<file path="src/rtl/dmem_arb_pkg.sv">
// dmem_arb_pkg: shared types and constants for the data-memory arbiter.
package dmem_arb_pkg;
  typedef enum logic [1:0] {IDLE, GNT_CORE, GNT_AUX} state_t;
  localparam int PORT_CORE = 0;
  localparam int PORT_AUX = 1;
  localparam int ADDR_W_DEF = 32;
  localparam int DATA_W_DEF = 32;
  localparam int MAX_WAIT_DEF = 4;
  localparam int CNT_W = 8;
endpackage

</file>
<file path="src/rtl/dmem_arb_wait_ctr.sv">
// dmem_arb_wait_ctr: saturating count of cycles the aux port was refused.
module dmem_arb_wait_ctr
  import dmem_arb_pkg::*;
#(
  parameter int MAX_WAIT = MAX_WAIT_DEF
) (
  input  logic             clk,
  input  logic             rst,
  input  logic             clr,
  input  logic             inc,
  output logic [CNT_W-1:0] cnt,
  output logic             sat
);
  assign sat = cnt == CNT_W'(MAX_WAIT);
  always_ff @(posedge clk)
    if (rst || clr) cnt <= '0;
    else if (inc && !sat) cnt <= cnt + CNT_W'(1);
endmodule

</file>
<file path="src/rtl/dmem_arbiter.sv">
// dmem_arbiter: shares one data-memory port between the core and an aux master;
// core has priority, aux is forced through after MAX_WAIT refusals.
module dmem_arbiter
  import dmem_arb_pkg::*;
#(
  parameter int ADDR_W = ADDR_W_DEF,
  parameter int DATA_W = DATA_W_DEF,
  parameter int MAX_WAIT = MAX_WAIT_DEF
) (
  input  logic              clk,
  input  logic              rst,
  input  logic              core_req,
  input  logic              core_we,
  input  logic [ADDR_W-1:0] core_addr,
  input  logic [DATA_W-1:0] core_wdata,
  output logic              core_ack,
  output logic [DATA_W-1:0] core_rdata,
  output logic              core_stall,
  input  logic              aux_req,
  input  logic              aux_we,
  input  logic [ADDR_W-1:0] aux_addr,
  input  logic [DATA_W-1:0] aux_wdata,
  output logic              aux_ack,
  output logic [DATA_W-1:0] aux_rdata,
  output logic [ADDR_W-1:0] mem_addr,
  output logic [DATA_W-1:0] mem_wdata,
  output logic              mem_write,
  output logic              mem_read,
  input  logic [DATA_W-1:0] mem_rdata
);
  state_t state, state_nx;
  logic [1:0] gnt;
  logic [CNT_W-1:0] wait_cnt;
  logic force_aux, core_elig, aux_elig;
  logic [DATA_W-1:0] core_q, aux_q;

  dmem_arb_wait_ctr #(.MAX_WAIT(MAX_WAIT)) u_wait (
    .clk(clk),
    .rst(rst),
    .clr(gnt[PORT_AUX]),
    .inc(aux_elig && !gnt[PORT_AUX]),
    .cnt(wait_cnt),
    .sat(force_aux)
  );

  always_ff @(posedge clk) begin
    if (rst) begin
      state  <= IDLE;
      core_q <= '0;
      aux_q  <= '0;
    end else begin
      state <= state_nx;
      if (gnt[PORT_CORE] && !core_we) core_q <= mem_rdata;
      if (gnt[PORT_AUX] && !aux_we) aux_q <= mem_rdata;
    end
  end

  // a port whose ack is up still presents the finished request, so it sits out
  always_comb begin
    core_elig      = core_req && !core_ack;
    aux_elig       = aux_req && !aux_ack;
    gnt[PORT_AUX]  = !rst && aux_elig && (force_aux || !core_elig);
    gnt[PORT_CORE] = !rst && core_elig && !gnt[PORT_AUX];
    state_nx       = gnt[PORT_AUX] ? GNT_AUX : gnt[PORT_CORE] ? GNT_CORE : IDLE;
  end

  always_comb begin
    core_ack   = !rst && state == GNT_CORE;
    aux_ack    = !rst && state == GNT_AUX;
    core_rdata = rst ? '0 : core_q;
    aux_rdata  = rst ? '0 : aux_q;
    core_stall = core_req && !core_ack;
    mem_addr   = gnt[PORT_AUX] ? aux_addr : gnt[PORT_CORE] ? core_addr : '0;
    mem_wdata  = gnt[PORT_AUX] ? aux_wdata : gnt[PORT_CORE] ? core_wdata : '0;
    mem_write  = gnt[PORT_AUX] ? aux_we : gnt[PORT_CORE] && core_we;
    mem_read   = gnt[PORT_AUX] ? !aux_we : gnt[PORT_CORE] && !core_we;
  end
endmodule
</file>
<file path="config.mk">
export PLATFORM = sky130hd
export DESIGN_NAME = dmem_arbiter
export DESIGN_NICKNAME = d
export VERILOG_FILES = /design/src/rtl/dmem_arb_pkg.sv /design/src/rtl/dmem_arb_wait_ctr.sv /design/src/rtl/dmem_arbiter.sv
export SDC_FILE = /design/constraint.sdc
export NUM_CORES = 1
export LEC_CHECK = 0
export ABC_AREA = 0
export CAP_MARGIN = 25
export CORE_AREA = 4 4 115 117
export DETAILED_ROUTE_END_ITERATION = 10
export DIE_AREA = 0 0 119 121
export PLACE_DENSITY = 0.73
export SLEW_MARGIN = 20
export SYNTH_ARGS = -nofsm -noshare
export SYNTH_HDL_FRONTEND = slang
export SYNTH_HIERARCHICAL = 1
export SYNTH_SLANG_ARGS = --single-unit
export TNS_END_PERCENT = 20
</file>
<file path="constraint.sdc">
create_clock -name clk -period 2.57 [get_ports clk]
set_input_delay 0.257 -clock clk [delete_from_list [all_inputs] [get_ports clk]]
set_output_delay 0.257 -clock clk [all_outputs]
set_load 0.02 [all_outputs]
</file>
== Yosys cells after proc, flatten, opt, wreduce, memory -nomap -nowiden ==
Cells that the tools add are included.

* Logic and storage cells: 43
* Bits in registers: 74
* Output and inout bits: 133
* Input bits: 166

* Add/subtract/negate cells: 1
* Multiplexer cells: 10
* Equal/unequal tests: 3
* Reductions and logical operators: 24

{| class="wikitable"
|+ Operator list
! operator !! count
|-
| two-way mux 32 bit || 6
|-
| logical AND 1 bit || 13
|-
| adder 8 x 1 -> 8 bit, second input constant || 1
|-
| == test 8 x 3 -> 1 bit, second input constant || 1
|-
| zero test 1 bit || 8
|-
| two-way mux 1 bit || 3
|-
| == test 2 x 1 -> 1 bit, second input constant || 1
|-
| == test 2 bit, second input constant || 1
|-
| logical OR 1 bit || 2
|-
| two-way mux 2 bit || 1
|-
| OR reduction 2 bit || 1
|}

== Longest topological paths before layout ==
Gate-level depths: netlist of the first run.

* Depth after elaboration: 11
* Gate-level depth with buffers: 11
* Mapped depth without buffers: 10

== Modules after synthesis ==
Netlist of the first run, hierarchy kept.

{| class="wikitable"
|+ Modules (own cells, without submodules)
! module !! instances !! area an instance (sq um) !! seq. area each (sq um) !! cells an instance
|-
| dmem_arbiter || 1 || 3445.8 || 1321.3 || 311
|-
| dmem_arb_wait_ctr || 1 || 410.4 || 160.2 || 48
|}

== Worst setup path before layout of the first run ==
OpenSTA, ideal clock, no wires.

* Path kind: reg-to-output
* Start point: register u_wait.cnt[0]
* End point: output mem_addr[19]
* Setup slack: 0.239 ns
* Data required time: 2.313 ns
* Stages on the path, launching flop included: 11
* Arrival time: 2.074 ns
* Buffers on the path: 2
* Path through: dfxtp_1 -> inv_1 -> ha_1 -> and4bb_2 -> and2_1 -> nand2_1 -> a21oi_1 -> nor2_1 -> clkbuf_1 -> clkbuf_1 -> a22o_1

* Word-level cells in the longest chain between the ends: 7

{| class="wikitable"
|+ Ends and longest elaborated chain
! element !! RTL line !! source
|-
| start: declaration || dmem_arb_wait_ctr.sv:11 || <nowiki>output logic [CNT_W-1:0] cnt,</nowiki>
|-
| start signal: assignment || dmem_arb_wait_ctr.sv:17 || <nowiki>else if (inc && !sat) cnt <= cnt + CNT_W'(1);</nowiki>
|-
| == test 8 x 3 -> 1 bit (*) || dmem_arb_wait_ctr.sv:14 || <nowiki>assign sat = cnt == CNT_W'(MAX_WAIT);</nowiki>
|-
| named net force_aux || dmem_arbiter.sv:34 || <nowiki>logic force_aux, core_elig, aux_elig;</nowiki>
|-
| logical OR 1 bit (*) || dmem_arbiter.sv:62 || <nowiki>gnt[PORT_AUX] = !rst && aux_elig && (force_aux || !core_elig);</nowiki>
|-
| logical AND 1 bit (*) || dmem_arbiter.sv:62 ||
|-
| zero test 1 bit || dmem_arbiter.sv:63 || <nowiki>gnt[PORT_CORE] = !rst && core_elig && !gnt[PORT_AUX];</nowiki>
|-
| logical AND 1 bit || dmem_arbiter.sv:63 ||
|-
| two-way mux 32 bit || dmem_arbiter.sv:73 || <nowiki>mem_addr = gnt[PORT_AUX] ? aux_addr : gnt[PORT_CORE] ? core_addr : '0;</nowiki>
|-
| two-way mux 32 bit (*) || dmem_arbiter.sv:73 ||
|-
| end: declaration || dmem_arbiter.sv:25 || <nowiki>output logic [ADDR_W-1:0] mem_addr,</nowiki>
|}

Mark *: on every way through the listed nets, which the timed path passes. The rest lies on a longest branch.

== Worst setup path in the final report of the first run ==
* Start point: register u_wait.cnt[0]
* End point: output mem_write

* Word-level cells in the longest chain between the ends: 7

{| class="wikitable"
|+ Ends and longest elaborated chain
! element !! RTL line !! source
|-
| == test 8 x 3 -> 1 bit (*) || dmem_arb_wait_ctr.sv:14 ||
|-
| named net force_aux || dmem_arbiter.sv:34 ||
|-
| logical OR 1 bit (*) || dmem_arbiter.sv:62 ||
|-
| logical AND 1 bit (*) || dmem_arbiter.sv:62 ||
|-
| zero test 1 bit || dmem_arbiter.sv:63 ||
|-
| logical AND 1 bit || dmem_arbiter.sv:63 ||
|-
| logical AND 1 bit || dmem_arbiter.sv:75 || <nowiki>mem_write = gnt[PORT_AUX] ? aux_we : gnt[PORT_CORE] && core_we;</nowiki>
|-
| two-way mux 1 bit (*) || dmem_arbiter.sv:75 ||
|-
| end: declaration || dmem_arbiter.sv:27 || <nowiki>output logic mem_write,</nowiki>
|}

Marked as above.

==> report_table.html, run 1 <==
<table>
<tr><th>Metric</th><th>Value</th></tr>
<tr><th colspan="2">STA</th></tr>
<tr><td>Count of endpoints failing hold in the final timing report</td><td>0</td></tr>
<tr><td>Crit path setup slack, layout</td><td>-0.04822 ns</td></tr>
<tr><td>Slew margin rel.</td><td>52.44%</td></tr>
<tr><td>Maximum achievable frequency</td><td>381.9 MHz</td></tr>
<tr><td>Clock period minus worst slack</td><td>2.618 ns</td></tr>
<tr><td>Number of max-slew violations in the final report</td><td>0</td></tr>
<tr><td>Layout Skew</td><td>0.007798 ns</td></tr>
<tr><td>Worst Tran Pin Value</td><td>0.7134 ns</td></tr>
<tr><td>Unrepaired setup endpoints after global routing</td><td>true</td></tr>
<tr><td>Final setup violating endpoints</td><td>4</td></tr>
<tr><td>Final worst path period share</td><td>101.9%</td></tr>
<tr><th colspan="2">Min path</th></tr>
<tr><td>Hold Path Cell Cnt</td><td>4</td></tr>
<tr><td>Path class of the lowest-slack min-delay path</td><td>in -&gt; reg</td></tr>
<tr><td>Hold wc startpoint</td><td>rst</td></tr>
<tr><td>Worst-case hold path end point</td><td>state[1]</td></tr>
<tr><th colspan="2">Clocking</th></tr>
<tr><td>Maximum buffer depth of the clock tree</td><td>2</td></tr>
<tr><td>Count of hold-fix buffers inserted at cts</td><td>0</td></tr>
<tr><td>TritonCTS clock tree</td><td>yes</td></tr>
<tr><td>CTS Buf Count</td><td>9</td></tr>
<tr><td>Number of clock sinks seen by CTS</td><td>74</td></tr>
<tr><td>Worst-Skew Late Latency</td><td>0.33 ns</td></tr>
<tr><td>Cell at the root of the clock tree</td><td>sky130_fd_sc_hd__clkbuf_16</td></tr>
<tr><td>Depth of the CTS H-tree</td><td>3</td></tr>
<tr><td>Clock-pin slew reported for the worst setup and hold paths after clock tree synthesis</td><td>0.06 ns</td></tr>
<tr><th colspan="2">Global routing</th></tr>
<tr><td>Via count of the first global-routing pass</td><td>4,345</td></tr>
<tr><td>GRT Resource Usage Total</td><td>24.52%</td></tr>
<tr><td>Pin count of the biggest net entering global routing</td><td>70</td></tr>
<tr><td>Overflow left after global routing</td><td>0</td></tr>
<tr><td>Number of antenna violations at the first check in global routing</td><td>2</td></tr>
<tr><td>Global-route wire length before repair</td><td>26.42 mm</td></tr>
<tr><th colspan="2">Logic synthesis</th></tr>
<tr><td>Sequential cell area fraction in the yosys report</td><td>38.42%</td></tr>
<tr><td>Synthesized netlist cell count</td><td>359</td></tr>
<tr><td>Ranking of synthesized cells by area</td><td>sky130_fd_sc_hd__dfxtp_1 38%, sky130_fd_sc_hd__a22o_1 15%, sky130_fd_sc_hd__mux2_4 11%, sky130_fd_sc_hd__nor2b_1 11%, sky130_fd_sc_hd__mux2_2 8.5%</td></tr>
<tr><td>Mapped cell area</td><td>0.003856 mm^2</td></tr>
<tr><td>Average footprint of a synthesized cell</td><td>10.74 um^2</td></tr>
<tr><td>Register bit total from synthesis</td><td>74</td></tr>
<tr><td>Largest area contributor in the netlist</td><td>sky130_fd_sc_hd__dfxtp_1</td></tr>
<tr><td>Count of different cell masters after synthesis</td><td>37</td></tr>
<tr><td>Post-synth top area share</td><td>38.42%</td></tr>
<tr><td>Mapped Nets</td><td>527</td></tr>
<tr><td>Synthesis Warnings</td><td>6</td></tr>
<tr><th colspan="2">Floorplan</th></tr>
<tr><td>Row Count</td><td>41</td></tr>
<tr><td>Overall die area</td><td>0.01440 mm^2</td></tr>
<tr><td>Die boundary width</td><td>119 um</td></tr>
<tr><td>Floorplan die height</td><td>121 um</td></tr>
<tr><td>Top-level port count</td><td>299</td></tr>
<tr><td>Effective utilization at floorplan</td><td>31.19%</td></tr>
<tr><td>CORE AREA</td><td>0.01236 mm^2</td></tr>
<tr><th colspan="2">Drt</th></tr>
<tr><td>Drt first-iter violations</td><td>239</td></tr>
<tr><td>Detailed Route WL</td><td>18.44 mm</td></tr>
<tr><td>Number of search-and-repair iterations in the first detailed-routing pass</td><td>4</td></tr>
<tr><td>Avg WL per Cell</td><td>21.64 um</td></tr>
<tr><td># DRC</td><td>0</td></tr>
<tr><td>Post-DRT Antenna Nets</td><td>0</td></tr>
<tr><td>Routed vias/inst</td><td>4.832</td></tr>
<tr><td>Vias after detailed routing</td><td>4,117</td></tr>
<tr><th colspan="2">Pwr</th></tr>
<tr><td>Overall power consumption</td><td>3.529 mW</td></tr>
<tr><td>Highest ir drop seen on vdd</td><td>306.3 uV</td></tr>
<tr><td>Pwr dens</td><td>465.8 mW/mm^2</td></tr>
<tr><td>Pleak</td><td>3.292 nW</td></tr>
<tr><th colspan="2">Run status</th></tr>
<tr><td>Run status</td><td>complete, but fails checks</td></tr>
<tr><td>Failing checks</td><td>setup timing</td></tr>
<tr><th colspan="2">Run</th></tr>
<tr><td>Maxcap violations</td><td>0</td></tr>
<tr><th colspan="2">Final layout</th></tr>
<tr><td>Area overhead of the layout relative to synthesis</td><td>96.50%</td></tr>
<tr><td>Final nets</td><td>843</td></tr>
<tr><td>Proportion of layout cells with a drive suffix above 1</td><td>29.85%</td></tr>
<tr><td>Commonest cells after routing, fill and taps aside</td><td>231 x sky130_fd_sc_hd__clkdlybuf4s50_1, 72 x sky130_fd_sc_hd__dfxtp_1, 65 x sky130_fd_sc_hd__nor2b_1</td></tr>
<tr><td>Final core utilization</td><td>61.29%</td></tr>
<tr><td>Most frequent standard cell in the layout excluding fill and tap cells</td><td>sky130_fd_sc_hd__clkdlybuf4s50_1</td></tr>
<tr><td>N_diodes</td><td>0</td></tr>
<tr><th colspan="2">Setup path</th></tr>
<tr><td>Critical path class</td><td>reg -&gt; out</td></tr>
<tr><td>Startpoint types</td><td>register</td></tr>
<tr><td>Crit-path max FO</td><td>2</td></tr>
<tr><td>Arrival time at the worst endpoint</td><td>2.36 ns</td></tr>
<tr><td>Critical Path Source</td><td>u_wait/cnt[0]</td></tr>
<tr><td>Required time of the worst setup path</td><td>2.31 ns</td></tr>
<tr><td>Endpoint kind of the worst setup timing path</td><td>primary output</td></tr>
<tr><td>R2R Path Start</td><td>u_wait/cnt[0]</td></tr>
<tr><td>Reg2reg path depth</td><td>11</td></tr>
<tr><td>Worst R2R End</td><td>aux_q[19]</td></tr>
<tr><td>Worst reg-to-reg setup slack</td><td>0.10 ns</td></tr>
<tr><th colspan="2">Place</th></tr>
<tr><td>Final weighted congestion of routability-driven global placement</td><td>0.9328</td></tr>
<tr><td>Quantity of I/O buffers inserted on ports</td><td>298</td></tr>
<tr><td>Half-perimeter wire length of the detailed placement result</td><td>14.64 mm</td></tr>
</table>
[report_power, final]
group / total, mW / internal, mW / switching, mW
registers: 1.21 / 1.20 / 0.0115
logic: 0.969 / 0.554 / 0.415
clock network: 1.35 / 0.877 / 0.470
[critical path: stages (launching register included)]
cell                       delay [ns]
sky130_fd_sc_hd__dfxtp_2         0.32
sky130_fd_sc_hd__inv_2           0.05
sky130_fd_sc_hd__ha_1            0.13
sky130_fd_sc_hd__and4bb_2        0.24
sky130_fd_sc_hd__and2_4          0.16
sky130_fd_sc_hd__nor2b_4         0.04
sky130_fd_sc_hd__buf_4           0.12
sky130_fd_sc_hd__buf_4           0.12
sky130_fd_sc_hd__or3_2           0.41
sky130_fd_sc_hd__a32o_2          0.29
sky130_fd_sc_hd__buf_6           0.14
[cell families (layout without fill, tap and decap cells)]
family	count (synthesis)	in the layout	share of synthesized area [%]
and+or+nand+nor	104	104	16.22
muxes	66	66	22.03
AOI/OAI and AO/OA	79	79	17.00
buffers and inverters	33	354	5.451
adders and majority gates	2	2	0.6488
DFF	74	74	38.42
xor gates and xnor gates	1	1	0.2272
[flip-flops by register name (all words and copies together), names as in the netlist]
signal      flops
core_q         32
state           2
aux_q          32
u_wait/cnt      8
[cell usage after synthesis]
cell,number
sky130_fd_sc_hd__a211o_2,1
sky130_fd_sc_hd__a21boi_2,1
sky130_fd_sc_hd__a21oi_1,7
sky130_fd_sc_hd__a22o_1,64
sky130_fd_sc_hd__a31oi_1,1
sky130_fd_sc_hd__a32o_1,1
sky130_fd_sc_hd__and2_1,1
sky130_fd_sc_hd__and4bb_2,1
sky130_fd_sc_hd__buf_1,4
sky130_fd_sc_hd__buf_12,3
sky130_fd_sc_hd__buf_2,6
sky130_fd_sc_hd__buf_6,4
sky130_fd_sc_hd__clkbuf_1,13
sky130_fd_sc_hd__dfxtp_1,74
sky130_fd_sc_hd__ha_1,2
sky130_fd_sc_hd__inv_1,3
sky130_fd_sc_hd__mux2_1,6
sky130_fd_sc_hd__mux2_2,29
sky130_fd_sc_hd__mux2_4,29
sky130_fd_sc_hd__mux2i_1,2
sky130_fd_sc_hd__nand2_1,8
sky130_fd_sc_hd__nand2b_1,2
sky130_fd_sc_hd__nand2b_2,1
sky130_fd_sc_hd__nand3_1,2
sky130_fd_sc_hd__nand4_1,2
sky130_fd_sc_hd__nand4_2,1
sky130_fd_sc_hd__nor2_1,8
sky130_fd_sc_hd__nor2b_1,67
sky130_fd_sc_hd__nor2b_2,1
sky130_fd_sc_hd__nor3_1,2
sky130_fd_sc_hd__o21a_1,1
sky130_fd_sc_hd__o21ai_0,3
sky130_fd_sc_hd__or2_2,1
sky130_fd_sc_hd__or2b_1,1
sky130_fd_sc_hd__or3_1,5
sky130_fd_sc_hd__or3_2,1
sky130_fd_sc_hd__xor2_1,1
[what timing repair did]
action                     CTS  global route
setup buffers                4             1
pin swaps                   18            16
gates cloned                 2             1
resized for setup          266            21
setup endpoints to repair   66            69
[layer usage]
metal | wire length (um) | track usage, %
met5 | 21 | 0
met4 | 522 | 9.558
met3 | 1696 | 8.065
met2 | 9608 | 44.58
met1 | 6591 | 26.22
[worst max-delay path by stage]
stage,cells past startpoint,to,slack [ns]
4_1_cts,11,mem_wdata[24],-0.03
3_5_place_dp,10,mem_addr[1],-0.31
3_3_place_gp,10,mem_addr[0],-0.28
2_1_floorplan,10,mem_addr[19],0.24
5_1_grt,10,mem_write,-0.12
6_report,10,mem_write,-0.05
[through the flow]
step | std cells | area (um^2) | setup WS, ns | hold slack, ns | TNS (ns)
finish | 852 | 7577 | -0.04822 | 0.4399 | -0.05415
global route | 852 | 7577 | -0.1242 | 0.4524 | -4.205
CTS | 850 | 7527 | -0.03237 | 0.4207 | -0.5884
detailed placement | 828 | 7114 | -0.3051 | 0.5344 | -12.35
global placement | 828 | 7114 | -0.2754 | 0.5132 | -11.51
floorplan | 359 | 3856 | 0.2387 | 0.3817 | 0
[layout make-up]
| class | count | area (um^2) |
|---|---|---|
| Clock buffer | 12 | 246.5 |
| Clock inverter | 4 | 75.07 |
| Fill cell | 1052 | 4786 |
| Inverter | 3 | 11.26 |
| Multi-Input combinational cell | 252 | 2265 |
| Sequential cell | 74 | 1484 |
| Tap cell | 172 | 215.2 |
| Timing Repair Buffer | 335 | 3281 |
(Power assumes the default switching activity.)
==> run 2: changes to the inputs <==
--- a/config.mk
+++ b/config.mk
@@ -10,6 +10,7 @@
 export CORE_AREA = 4 4 115 117
 export DETAILED_ROUTE_END_ITERATION = 10
 export DIE_AREA = 0 0 119 121
+export MAX_ROUTING_LAYER = met4
 export PLACE_DENSITY = 0.73
 export SLEW_MARGIN = 20
 export SYNTH_ARGS = -nofsm -noshare
==> report_table.html, run 2 (synthesis gave the netlist of run 1 again) <==
<table>
<tr><th>Metric</th><th>Value</th></tr>
<tr><th colspan="2">Pwr</th></tr>
<tr><td>P_int</td><td>2.642 mW (+0.36%)</td></tr>
<tr><td>Pleak</td><td>3.357 nW (+2.0%)</td></tr>
<tr><td>Clock power frac</td><td>38.3% (about the same)</td></tr>
<tr><td>Power share of the sequential group</td><td>34.1% (-0.3 points)</td></tr>
<tr><td>Highest ir drop seen on vdd</td><td>367.4 uV (+20%)</td></tr>
<tr><td>Overall power consumption</td><td>3.560 mW (+0.86%)</td></tr>
<tr><td>Pwr dens</td><td>467.7 mW/mm^2 (+0.41%)</td></tr>
<tr><td>Comb power frac</td><td>27.7% (+0.2 points)</td></tr>
<tr><td>Net switching power</td><td>917.6 uW (+2.3%)</td></tr>
<tr><td>Sw frac</td><td>25.78% (+0.37 points)</td></tr>
<tr><th colspan="2">Final layout</th></tr>
<tr><td>Largest registers</td><td>aux_q (32), core_q (32), u_wait/cnt (8)</td></tr>
<tr><td>Final nets</td><td>862 (+2.3%)</td></tr>
<tr><td>Final design instance area without fill</td><td>0.007611 mm^2 (+0.45%)</td></tr>
<tr><td>Proportion of layout cells with a drive suffix above 1</td><td>32.19% (+2.3 points)</td></tr>
<tr><td>Most frequent standard cell in the layout excluding fill and tap cells</td><td>sky130_fd_sc_hd__clkdlybuf4s50_1</td></tr>
<tr><td>Post-layout instance count excluding filler cells</td><td>876 (+2.8%)</td></tr>
<tr><td>Commonest cells after routing, fill and taps aside</td><td>231 x sky130_fd_sc_hd__clkdlybuf4s50_1, 72 x sky130_fd_sc_hd__dfxtp_1, 65 x sky130_fd_sc_hd__nor2b_1</td></tr>
<tr><td>Area overhead of the layout relative to synthesis</td><td>97.37%</td></tr>
<tr><th colspan="2">Floorplan</th></tr>
<tr><td>Floorplan die height</td><td>121 um (unchanged)</td></tr>
<tr><td>Die boundary width</td><td>119 um (unchanged)</td></tr>
<tr><td>CORE AREA</td><td>0.01236 mm^2 (unchanged)</td></tr>
<tr><td>Top-level port count</td><td>299 (unchanged)</td></tr>
<tr><td>Row Count</td><td>41 (unchanged)</td></tr>
<tr><td>Overall die area</td><td>0.01440 mm^2 (unchanged)</td></tr>
<tr><td>Effective utilization at floorplan</td><td>31.19% (unchanged)</td></tr>
<tr><th colspan="2">Global routing</th></tr>
<tr><td>GRT Resource Usage Total</td><td>25.17% (+0.65 points)</td></tr>
<tr><td>Layer carrying the most global-route usage</td><td>met2</td></tr>
<tr><td>GR Layer Usage met1</td><td>25.43% (-0.79 points)</td></tr>
<tr><td>Overflow left after global routing</td><td>0 (unchanged)</td></tr>
<tr><td>Via count of the first global-routing pass</td><td>4,372 (+0.62%)</td></tr>
<tr><td>Pin count of the biggest net entering global routing</td><td>70 (unchanged)</td></tr>
<tr><td>Global-route wire length before repair</td><td>26.43 mm (about the same)</td></tr>
<tr><td>Number of antenna violations at the first check in global routing</td><td>5 (+3)</td></tr>
<tr><td>Met3 routing resource usage after global routing</td><td>8.392% (+0.33 points)</td></tr>
<tr><td>Met2 demand-to-capacity share in global routing</td><td>44.58% (unchanged)</td></tr>
<tr><th colspan="2">Place</th></tr>
<tr><td>DP Cell Count</td><td>830 (+0.24%)</td></tr>
<tr><td>Final weighted congestion of routability-driven global placement</td><td>0.9453 (+1.3%)</td></tr>
<tr><td>Total cell area at the placement stage</td><td>0.007132 mm^2 (+0.25%)</td></tr>
<tr><td>Quantity of I/O buffers inserted on ports</td><td>298 (unchanged)</td></tr>
<tr><td>Half-perimeter wire length of the detailed placement result</td><td>14.70 mm (+0.38%)</td></tr>
<tr><th colspan="2">Clocking</th></tr>
<tr><td>Maximum buffer depth of the clock tree</td><td>2 (unchanged)</td></tr>
<tr><td>CTS Buf Count</td><td>9 (unchanged)</td></tr>
<tr><td>Number of clock sinks seen by CTS</td><td>74 (unchanged)</td></tr>
<tr><td>Cell at the root of the clock tree</td><td>sky130_fd_sc_hd__clkbuf_16</td></tr>
<tr><td>Worst-Skew Late Latency</td><td>0.33 ns (about the same)</td></tr>
<tr><td>Depth of the CTS H-tree</td><td>3 (unchanged)</td></tr>
<tr><td>Clock-pin slew reported for the worst setup and hold paths after clock tree synthesis</td><td>0.06 ns (about the same)</td></tr>
<tr><td>TritonCTS clock tree</td><td>yes</td></tr>
<tr><td>Count of hold-fix buffers inserted at cts</td><td>0 (unchanged)</td></tr>
<tr><th colspan="2">STA</th></tr>
<tr><td>Final worst path period share</td><td>102.7% (+0.83 points)</td></tr>
<tr><td>Unrepaired setup endpoints after global routing</td><td>true</td></tr>
<tr><td>Clock period minus worst slack</td><td>2.639 ns (+0.02122 ns)</td></tr>
<tr><td>Setup total negative slack</td><td>-0.4585 ns (-0.4043 ns)</td></tr>
<tr><td>Slew margin rel.</td><td>51.97% (-0.47 points)</td></tr>
<tr><td>Worst Tran Pin Value</td><td>0.7205 ns (+0.007042 ns)</td></tr>
<tr><td>Layout Skew</td><td>0.005642 ns (-0.002155 ns)</td></tr>
<tr><td>Post-route worst hold slack</td><td>0.4138 ns (-0.02611 ns)</td></tr>
<tr><td>Final setup violating endpoints</td><td>10 (+6)</td></tr>
<tr><td>Maximum achievable frequency</td><td>378.9 MHz (-0.80%)</td></tr>
<tr><td>Number of max-slew violations in the final report</td><td>0 (unchanged)</td></tr>
<tr><td>Count of endpoints failing hold in the final timing report</td><td>0 (unchanged)</td></tr>
<tr><td>Crit path setup slack, layout</td><td>-0.06944 ns (-0.02122 ns)</td></tr>
<tr><th colspan="2">Setup path</th></tr>
<tr><td>Arrival time at the worst endpoint</td><td>2.38 ns (+0.02 ns)</td></tr>
<tr><td>Endpoint kind of the worst setup timing path</td><td>primary output</td></tr>
<tr><td>Startpoint types</td><td>register</td></tr>
<tr><td>Critical path class</td><td>reg -&gt; out</td></tr>
<tr><td>Crit-path max FO</td><td>5 (+3)</td></tr>
<tr><td>Worst reg-to-reg setup slack</td><td>0.03 ns (-0.07 ns)</td></tr>
<tr><td>Required time of the worst setup path</td><td>2.31 ns (about the same)</td></tr>
<tr><th colspan="2">Min path</th></tr>
<tr><td>Path class of the lowest-slack min-delay path</td><td>in -&gt; reg</td></tr>
<tr><th colspan="2">Drt</th></tr>
<tr><td>Detailed Route WL</td><td>18.60 mm (+0.88%)</td></tr>
<tr><td>Routed vias/inst</td><td>4.745 (-1.8%)</td></tr>
<tr><td>Post-DRT Antenna Nets</td><td>0 (unchanged)</td></tr>
<tr><td>Drt first-iter violations</td><td>244 (+2.1%)</td></tr>
<tr><td># DRC</td><td>0 (unchanged)</td></tr>
<tr><td>Number of search-and-repair iterations in the first detailed-routing pass</td><td>4 (unchanged)</td></tr>
<tr><td>Vias after detailed routing</td><td>4,157 (+0.97%)</td></tr>
<tr><td>Avg WL per Cell</td><td>21.24 um (-1.9%)</td></tr>
<tr><th colspan="2">Run</th></tr>
<tr><td>Maxcap violations</td><td>0 (unchanged)</td></tr>
<tr><th colspan="2">Run status</th></tr>
<tr><td>Run status</td><td>complete, but fails checks</td></tr>
<tr><td>Failing checks</td><td>setup timing</td></tr>
</table>
## run 2: cell type report
cell class              instances  area [um^2]
well taps                     172        215.2
clock inverters                 6        90.09
fillers                      1028         4752
diodes                          5        12.51
flip-flops and latches         74         1484
multi-input cells             252         2270
inverters                       3        11.26
repair buffers                354         3289
clock buffers                  10        239.0
## run 2: worst max-delay path, cell delays in order, from the launching register on
cell and delay (ns):
sky130_fd_sc_hd__dfxtp_2 0.34, sky130_fd_sc_hd__inv_2 0.06, sky130_fd_sc_hd__ha_4 0.15, sky130_fd_sc_hd__and4bb_2 0.23, sky130_fd_sc_hd__and2_4 0.15, sky130_fd_sc_hd__nor2b_4 0.11
sky130_fd_sc_hd__o21a_1 0.18, sky130_fd_sc_hd__nor2_4 0.06, sky130_fd_sc_hd__buf_6 0.13, sky130_fd_sc_hd__buf_6 0.12, sky130_fd_sc_hd__buf_6 0.12, sky130_fd_sc_hd__a22o_4 0.27
sky130_fd_sc_hd__buf_6 0.13
## run 2: path summary, 6_finish.rpt
check,start,endpoint,cells past startpoint
setup / recovery,u_wait/cnt[0],mem_wdata[4],12
hold / removal,rst,state[1],4
setup reg to reg,u_wait/cnt[0],u_wait/cnt[0],19
hold reg to reg,u_wait/cnt[5],u_wait/cnt[5],2
## run 2: per-stage QoR
stage / setup WS [ns] / util, %
finish: -0.06944 / 61.56
global route: -0.1415 / 61.56
CTS: -0.06664 / 61.26
detailed placement: -0.2310 / 57.69
global placement: -0.1877 / 57.69
floorplan: 0.2387 / -
## run 2: repair_timing
| action | in CTS | in global routing |
|---|---|---|
| gates cloned | 1 | 0 |
| endpoints found under the setup margin | 66 | 71 |
| endpoints found under the hold margin | 0 | 0 |
| buffers inserted | 24 | 3 |
| resized for setup | 236 | 30 |
| pin swaps | 9 | 11 |
## run 2: routing by layer
layer  up-vias  share of wire (%)
li1       1977                  -
met1      1938                 36
met4         0                3.8
met2       209                 51
met3        33                9.1
met5         -                  0
## run 2: power groups by stage
stage,combinational [mW],clock (mW),sequential (mW)
after floorplan,0.387,0,1.23
after global placement,0.937,0,1.24
after detailed placement,0.946,0,1.24
after CTS,0.970,1.40,1.21
after global routing,1.03,1.44,1.22
final,0.984,1.36,1.21
==> run 3: changes to the inputs <==
--- a/config.mk
+++ b/config.mk
@@ -5,11 +5,11 @@
 export SDC_FILE = /design/constraint.sdc
 export NUM_CORES = 1
 export LEC_CHECK = 0
-export ABC_AREA = 0
+export ABC_AREA = 1
 export CAP_MARGIN = 25
-export CORE_AREA = 4 4 115 117
+export CORE_MARGIN = 4
+export CORE_UTILIZATION = 35
 export DETAILED_ROUTE_END_ITERATION = 10
-export DIE_AREA = 0 0 119 121
 export MAX_ROUTING_LAYER = met4
 export PLACE_DENSITY = 0.73
 export SLEW_MARGIN = 20
==> report_table.html, run 3 <==
<table>
<tr><th>Metric</th><th>Value</th></tr>
<tr><th colspan="2">Run status</th></tr>
<tr><td>Run status</td><td>completed</td></tr>
<tr><th colspan="2">Logic synthesis</th></tr>
<tr><td>Most common flop cell mapped by yosys</td><td>sky130_fd_sc_hd__dfxtp_1</td></tr>
<tr><td>Post-synth EDFFs</td><td>0 (unchanged)</td></tr>
<tr><td>Sequential cell area fraction in the yosys report</td><td>30.89% (-7.5 points)</td></tr>
<tr><td>Most frequent cells after synthesis</td><td>383 x sky130_fd_sc_hd__nand2_1, 176 x sky130_fd_sc_hd__inv_1, 142 x sky130_fd_sc_hd__nor2_1</td></tr>
<tr><td>Synthesized netlist cell count</td><td>889 (+150%)</td></tr>
<tr><td>Synthesis Warnings</td><td>6 (unchanged)</td></tr>
<tr><td>Async set-or-reset flop fraction in the synthesized netlist</td><td>0% (unchanged)</td></tr>
<tr><td>Average footprint of a synthesized cell</td><td>5.395 um^2 (-50%)</td></tr>
<tr><td>Register bit total from synthesis</td><td>74 (unchanged)</td></tr>
<tr><td>Largest area contributor in the netlist</td><td>sky130_fd_sc_hd__dfxtp_1</td></tr>
<tr><td>Ranking of synthesized cells by area</td><td>sky130_fd_sc_hd__dfxtp_1 31%, sky130_fd_sc_hd__nand2_1 30%, sky130_fd_sc_hd__inv_1 14%, sky130_fd_sc_hd__nor2_1 11%, sky130_fd_sc_hd__nand4_1 4.2%</td></tr>
<tr><td>Most instantiated library cell after synthesis</td><td>sky130_fd_sc_hd__nand2_1</td></tr>
<tr><td>Mapped cell area</td><td>0.004796 mm^2 (+24%)</td></tr>
<tr><td>Count of different cell masters after synthesis</td><td>24 (-35%)</td></tr>
<tr><td>Mapped Nets</td><td>1,057 (+100%)</td></tr>
<tr><td>Post-synth top area share</td><td>30.89% (-7.5 points)</td></tr>
<tr><th colspan="2">Final layout</th></tr>
<tr><td>Post-layout instance count excluding filler cells</td><td>1,364 (+56%)</td></tr>
<tr><td>Most frequent standard cell in the layout excluding fill and tap cells</td><td>sky130_fd_sc_hd__nand2_1</td></tr>
<tr><td>Number of fill cells in the layout</td><td>1,335 (+30%)</td></tr>
<tr><td>Commonest cells after routing, fill and taps aside</td><td>381 x sky130_fd_sc_hd__nand2_1, 231 x sky130_fd_sc_hd__clkdlybuf4s50_1, 175 x sky130_fd_sc_hd__inv_1</td></tr>
<tr><td>Final nets</td><td>1,348 (+56%)</td></tr>
<tr><td>Largest registers</td><td>aux_q (32), core_q (32), u_wait/cnt (8)</td></tr>
<tr><td>Area overhead of the layout relative to synthesis</td><td>73.23%</td></tr>
<tr><td>Area used by sequential logic in the layout</td><td>0.001481 mm^2 (-0.17%)</td></tr>
<tr><td>Area of the multi-input gates</td><td>0.002406 mm^2 (+6.0%)</td></tr>
<tr><td>Proportion of layout cells with a drive suffix above 1</td><td>6.329% (-26 points)</td></tr>
<tr><th colspan="2">Floorplan</th></tr>
<tr><td>Die boundary width</td><td>125.1 um (+5.1%)</td></tr>
<tr><td>Row Count</td><td>42 (+2.4%)</td></tr>
<tr><td>Floorplan die height</td><td>125.1 um (+3.4%)</td></tr>
<tr><td>CORE AREA</td><td>0.01335 mm^2 (+8.0%)</td></tr>
<tr><td>Top-level port count</td><td>299 (unchanged)</td></tr>
<tr><td>Overall die area</td><td>0.01564 mm^2 (+8.6%)</td></tr>
<tr><td>Effective utilization at floorplan</td><td>35.93% (+4.7 points)</td></tr>
<tr><th colspan="2">Place</th></tr>
<tr><td>Final weighted congestion of routability-driven global placement</td><td>0.9855 (+4.3%)</td></tr>
<tr><td>Half-perimeter wire length of the detailed placement result</td><td>15.74 mm (+7.1%)</td></tr>
<tr><td>Quantity of I/O buffers inserted on ports</td><td>298 (unchanged)</td></tr>
<tr><td>DP Cell Count</td><td>1,343 (+62%)</td></tr>
<tr><th colspan="2">STA</th></tr>
<tr><td>Final worst path period share</td><td>96.13% (-6.6 points)</td></tr>
<tr><td>Clock period minus worst slack</td><td>2.471 ns (-0.1689 ns)</td></tr>
<tr><td>Worst Tran Pin Value</td><td>0.5437 ns (-0.1768 ns)</td></tr>
<tr><td>Count of endpoints failing hold in the final timing report</td><td>0 (unchanged)</td></tr>
<tr><td>Number of max-slew violations in the final report</td><td>0 (unchanged)</td></tr>
<tr><td>Maximum achievable frequency</td><td>404.8 MHz (+6.8%)</td></tr>
<tr><td>Slew margin rel.</td><td>63.76% (+12 points)</td></tr>
<tr><td>Unrepaired setup endpoints after global routing</td><td>true</td></tr>
<tr><td>Final setup violating endpoints</td><td>0 (-10)</td></tr>
<tr><td>Post-route worst hold slack</td><td>0.4456 ns (+0.03181 ns)</td></tr>
<tr><td>Layout Skew</td><td>0.008845 ns (+0.003203 ns)</td></tr>
<tr><th colspan="2">Clocking</th></tr>
<tr><td>Depth of the CTS H-tree</td><td>3 (unchanged)</td></tr>
<tr><td>Worst-Skew Late Latency</td><td>0.33 ns (about the same)</td></tr>
<tr><td>CTS Buf Count</td><td>9 (unchanged)</td></tr>
<tr><td>Number of clock sinks seen by CTS</td><td>74 (unchanged)</td></tr>
<tr><td>Maximum buffer depth of the clock tree</td><td>2 (unchanged)</td></tr>
<tr><td>Clock-pin slew reported for the worst setup and hold paths after clock tree synthesis</td><td>0.06 ns (about the same)</td></tr>
<tr><td>TritonCTS clock tree</td><td>yes</td></tr>
<tr><td>Cell at the root of the clock tree</td><td>sky130_fd_sc_hd__clkbuf_16</td></tr>
<tr><th colspan="2">Global routing</th></tr>
<tr><td>Via count of the first global-routing pass</td><td>5,511 (+26%)</td></tr>
<tr><td>Number of antenna violations at the first check in global routing</td><td>3 (-2)</td></tr>
<tr><td>GRT Resource Usage Total</td><td>25.65% (+0.48 points)</td></tr>
<tr><td>Overflow left after global routing</td><td>0 (unchanged)</td></tr>
<tr><td>Pin count of the biggest net entering global routing</td><td>54 (-23%)</td></tr>
<tr><td>Global-route wire length before repair</td><td>30.96 mm (+17%)</td></tr>
<tr><th colspan="2">Drt</th></tr>
<tr><td>Post-DRT Antenna Nets</td><td>0 (unchanged)</td></tr>
<tr><td>Vias after detailed routing</td><td>5,914 (+42%)</td></tr>
<tr><td>Number of search-and-repair iterations in the first detailed-routing pass</td><td>5 (+1)</td></tr>
<tr><td>Drt first-iter violations</td><td>416 (+70%)</td></tr>
<tr><td>Avg WL per Cell</td><td>15.20 um (-28%)</td></tr>
<tr><td>Routed vias/inst</td><td>4.336 (-8.6%)</td></tr>
<tr><td>Detailed Route WL</td><td>20.73 mm (+11%)</td></tr>
<tr><td># DRC</td><td>0 (unchanged)</td></tr>
<tr><th colspan="2">Setup path</th></tr>
<tr><td>End of the critical path</td><td>mem_write</td></tr>
<tr><td>Reg2reg path depth</td><td>13 (-6)</td></tr>
<tr><td>Arrival time at the worst endpoint</td><td>2.21 ns (-0.17 ns)</td></tr>
<tr><td>R2R Path Start</td><td>u_wait/cnt[0]</td></tr>
<tr><td>Worst reg-to-reg setup slack</td><td>0.49 ns (+0.46 ns)</td></tr>
<tr><td>Critical Path Source</td><td>u_wait/cnt[0]</td></tr>
<tr><td>Endpoint kind of the worst setup timing path</td><td>primary output</td></tr>
<tr><td>Critical path class</td><td>reg -&gt; out</td></tr>
<tr><td>Worst R2R End</td><td>u_wait/cnt[2]</td></tr>
<tr><td>Crit-path max FO</td><td>24 (+19)</td></tr>
<tr><td>Required time of the worst setup path</td><td>2.31 ns (about the same)</td></tr>
<tr><td>Startpoint types</td><td>register</td></tr>
<tr><th colspan="2">Min path</th></tr>
<tr><td>Path class of the lowest-slack min-delay path</td><td>in -&gt; reg</td></tr>
<tr><th colspan="2">Pwr</th></tr>
<tr><td>Pwr dens</td><td>418.1 mW/mm^2 (-11%)</td></tr>
<tr><td>Highest ir drop seen on vdd</td><td>313.2 uV (-15%)</td></tr>
<tr><td>Pleak</td><td>4.302 nW (+28%)</td></tr>
<tr><th colspan="2">Run</th></tr>
<tr><td>Maxcap violations</td><td>0 (unchanged)</td></tr>
</table>
-- run 3: how the worst min path moves through the flow --
| stage | from | endpoint | slack, ns | depth (start not counted) |
|---|---|---|---|---|
| floorplan | rst | u_wait/cnt[0] | 0.43 | 3 |
| global placement | u_wait/cnt[7] | u_wait/cnt[7] | 0.49 | 2 |
| detailed placement | u_wait/cnt[6] | u_wait/cnt[6] | 0.50 | 2 |
| CTS | rst | core_q[6] | 0.44 | 5 |
| global route | rst | core_q[6] | 0.46 | 5 |
| finish | rst | aux_q[7] | 0.45 | 5 |
-- run 3: layout make-up --
type,count,area share [%]
antenna,3,0.09036
clock buffer,10,2.756
timing repair buffer,327,38.66
inverter,181,8.268
clock inverter,6,0.7831
tap,176,2.651
sequential,74,17.83
multi-input combinational,587,28.96
-- run 3: power breakdown --
part | total [mW] | internal, mW | switching [mW]
clock | 1.26 | 0.754 | 0.506
sequential | 1.21 | 1.20 | 0.0136
combinational | 1.00 | 0.483 | 0.519
-- run 3: critical path, cell delays in order (launching register included) --
cell	delay [ns]
sky130_fd_sc_hd__dfxtp_1	0.33
sky130_fd_sc_hd__inv_1	0.08
sky130_fd_sc_hd__ha_4	0.17
sky130_fd_sc_hd__nand3_4	0.09
sky130_fd_sc_hd__nor2_4	0.05
sky130_fd_sc_hd__inv_1	0.04
sky130_fd_sc_hd__nand3_1	0.08
sky130_fd_sc_hd__nand2_2	0.15
sky130_fd_sc_hd__buf_4	0.30
sky130_fd_sc_hd__o21ai_0	0.14
sky130_fd_sc_hd__nand2_1	0.08
sky130_fd_sc_hd__inv_1	0.04
sky130_fd_sc_hd__dlygate4sd2_1	0.33
-- run 3: stage by stage --
stage               power [mW]  area [um^2]  util [%]  setup TNS, ns  setup WS (ns)
finish                   3.473         8308     62.24              0        0.09942
global route             3.650         8308     62.24       -0.01237       -0.01237
CTS                      3.496         8228     61.64              0        0.02742
detailed placement       2.261         8000     59.94              0         0.1377
global placement         2.257         8000     59.94              0         0.1445
floorplan                1.697         4796         -              0         0.4579
-- run 3: kinds of logic after synthesis --
group,Yosys count,share of synthesized area [%]
buffers and inverters,228,19.41
adder cells (fa/ha/maj),2,0.5217
flip-flops,74,30.89
AO/OA/AOI/OAI,12,1.487
XOR/XNOR,3,0.5480
AND/OR/NAND/NOR,570,47.14
-- run 3: routing by layer --
metal	wire (um)	up-vias	track usage, %
li1	-	3127	-
met1	8887	2543	31.95
met2	9972	221	42.11
met3	1588	23	7.292
met4	279	0	4.592
met5	0	-	-
-- run 3: what timing repair did --
item	in CTS	in global routing
gates cloned	0	2
hold buffers	0	0
pin swaps	0	1
endpoints found under the setup margin	53	65
gates resized for setup	53	12
buffers inserted	0	0
==> patch: new RTL, config.mk and constraints of run 3 <==
Encoding of `state_t`: now one-hot (3 bits for 3 states).
--- a/src/rtl/dmem_arb_pkg.sv
+++ b/src/rtl/dmem_arb_pkg.sv
@@ -2,3 +2,3 @@
 package dmem_arb_pkg;
-  typedef enum logic [1:0] {IDLE, GNT_CORE, GNT_AUX} state_t;
+  typedef enum logic [2:0] {IDLE = 3'b001, GNT_CORE = 3'b010, GNT_AUX = 3'b100} state_t;
   localparam int PORT_CORE = 0;
Behaviour: same outputs for any inputs over 10 cycles, from zero or initial values and one cycle with rst high; not proved beyond that.
==> patch against run 3 <==
  * Core utilization shrank 0.53 points
  * Non-clock buffer count fell by 6
  * Worst setup slack improved by 0.022 ns
  * Design area fell by 0.47%
  * Power rose by 1.5%
  * Synthesized area is 1.1% higher
  * Sequential cell count increased by 1
  * Clock skew is 0.0024 ns lower
  * Routed wire length is 1.5% higher
  * Via count grew 1.3%
  * Largest cell class unchanged
==> patch: results (changes against run 3) <==
| Metric | Value |
|---|---|
| Post-synthesis compound-gate area fraction | 1.47% (-0.016 points) |
| Synthesized area per cell | 5.42 sq um (+0.53%) |
| GR Util met3 | 7.54% (+0.24 points) |
| Met2 Use GR | 42.1% (about the same) |
| CTS resizes | 52 (-1.9%) |
| Adder-Cell Fraction of Synth Area | 0.516% (-0.0057 points) |
| Dpl cells | 1,343 (unchanged) |
| Pint | 2.48 mW (+2.0%) |
| WP data arrival | 2.19 ns (-0.02 ns) |
| Share of cells above drive strength 1 | 7.77% (+1.4 points) |
| GP Congestion | 1.01 (+2.3%) |
| WL final | 21,000 um (+1.5%) |
| R2R cell count | 14 (+1) |
| Setup ws final | 0.121 ns (+0.0219 ns) |
| Top layer in use | met4 |
| Outcome | complete, no violations |
| Largest net degree at the start of global routing | 65 (+20%) |
| Top Registers | aux_q (32), core_q (32), u_wait/cnt (8) |
| WL per Instance | 15.5 um (+1.7%) |
| Fillers | 1,337 (+0.15%) |
| Pre-Repair DR Iteration Count | 4 (-1) |
| Post-synth top cells | nand2_1 (383), inv_1 (179), nor2_1 (144) |
| Hold Path Class | input pin to flip-flop |
| Reg-to-Reg End | u_wait/cnt[7] |
| First-pass GRT wire length | 31,600 um (+2.1%) |
| Pre-CTS setup slack | 0.106 ns (-0.0313 ns) |
| DRT iter0 DRCs | 278 (-33%) |
| Synth Area in XOR/XNOR | 0.542% (-0.0059 points) |
| Met3 WL | 1980 um (+25%) |
| Switching pwr | 1.04 mW (+0.26%) |
| CP Capture Point | mem_addr[12] |
| Worst VDD drop | 305 uV (-2.7%) |
| Drt via density | 4.40 (+1.5%) |
| Sequential fraction of the synthesis area | 31.0% (+0.078 points) |
| Grt ovf | 0 (unchanged) |
| Overall global routing resource usage | 26.3% (+0.68 points) |
| Leakage Power | 4.20 nW (-2.4%) |
| Initial antenna violation count | 2 (-1) |
| DP HPWL | 16,200 um (+3.0%) |
| WL met2 | 9870 um (-1.0%) |
| WL met1 | 8620 um (-3.0%) |
| CP Max Fanout | 16 (-33%) |
| Vias in the first global route | 5,621 (+2.0%) |
| Headroom to the max-slew limit | 54.9% (-8.9 points) |
| Post-synthesis net count | 1,062 (+0.47%) |
| GR Util met1 | 31.8% (-0.14 points) |
| Hold slack | 0.315 ns (-0.131 ns) |
| Final setup skew | 0.00649 ns (-0.00235 ns) |
| Unique masters post-synth | 23 (-4.2%) |
[patch: critical path, stage by stage, from the launching register on]
cell,delay [ns]
dfxtp_1,0.33
inv_1,0.06
ha_1,0.22
nand3_4,0.11
nor2_2,0.05
inv_1,0.05
nand3_1,0.08
nand2_2,0.13
nand2_1,0.08
inv_2,0.13
buf_6,0.20
nand2_1,0.06
nand2_1,0.06
clkdlybuf4s15_1,0.31
[patch: metrics by stage]
step,setup TNS (ns),instance area [sq um]
after global routing,-0.0220,8270
after global placement,0,8060
after CTS,0,8300
after detailed placement,0,8060
after floorplan,0,4850
final,0,8270
[patch: final cells by class]
class / instances / area (sq um) / share of cell area [%]
diodes: 2 / 5.00 / 0.0605
flip-flops and latches: 75 / 1500 / 18.2
well taps: 176 / 220 / 2.66
repair buffers: 321 / 3140 / 37.9
inverters: 182 / 686 / 8.29
clock buffers: 11 / 243 / 2.94
multi-input cells: 590 / 2420 / 29.2
clock inverters: 5 / 60.1 / 0.726
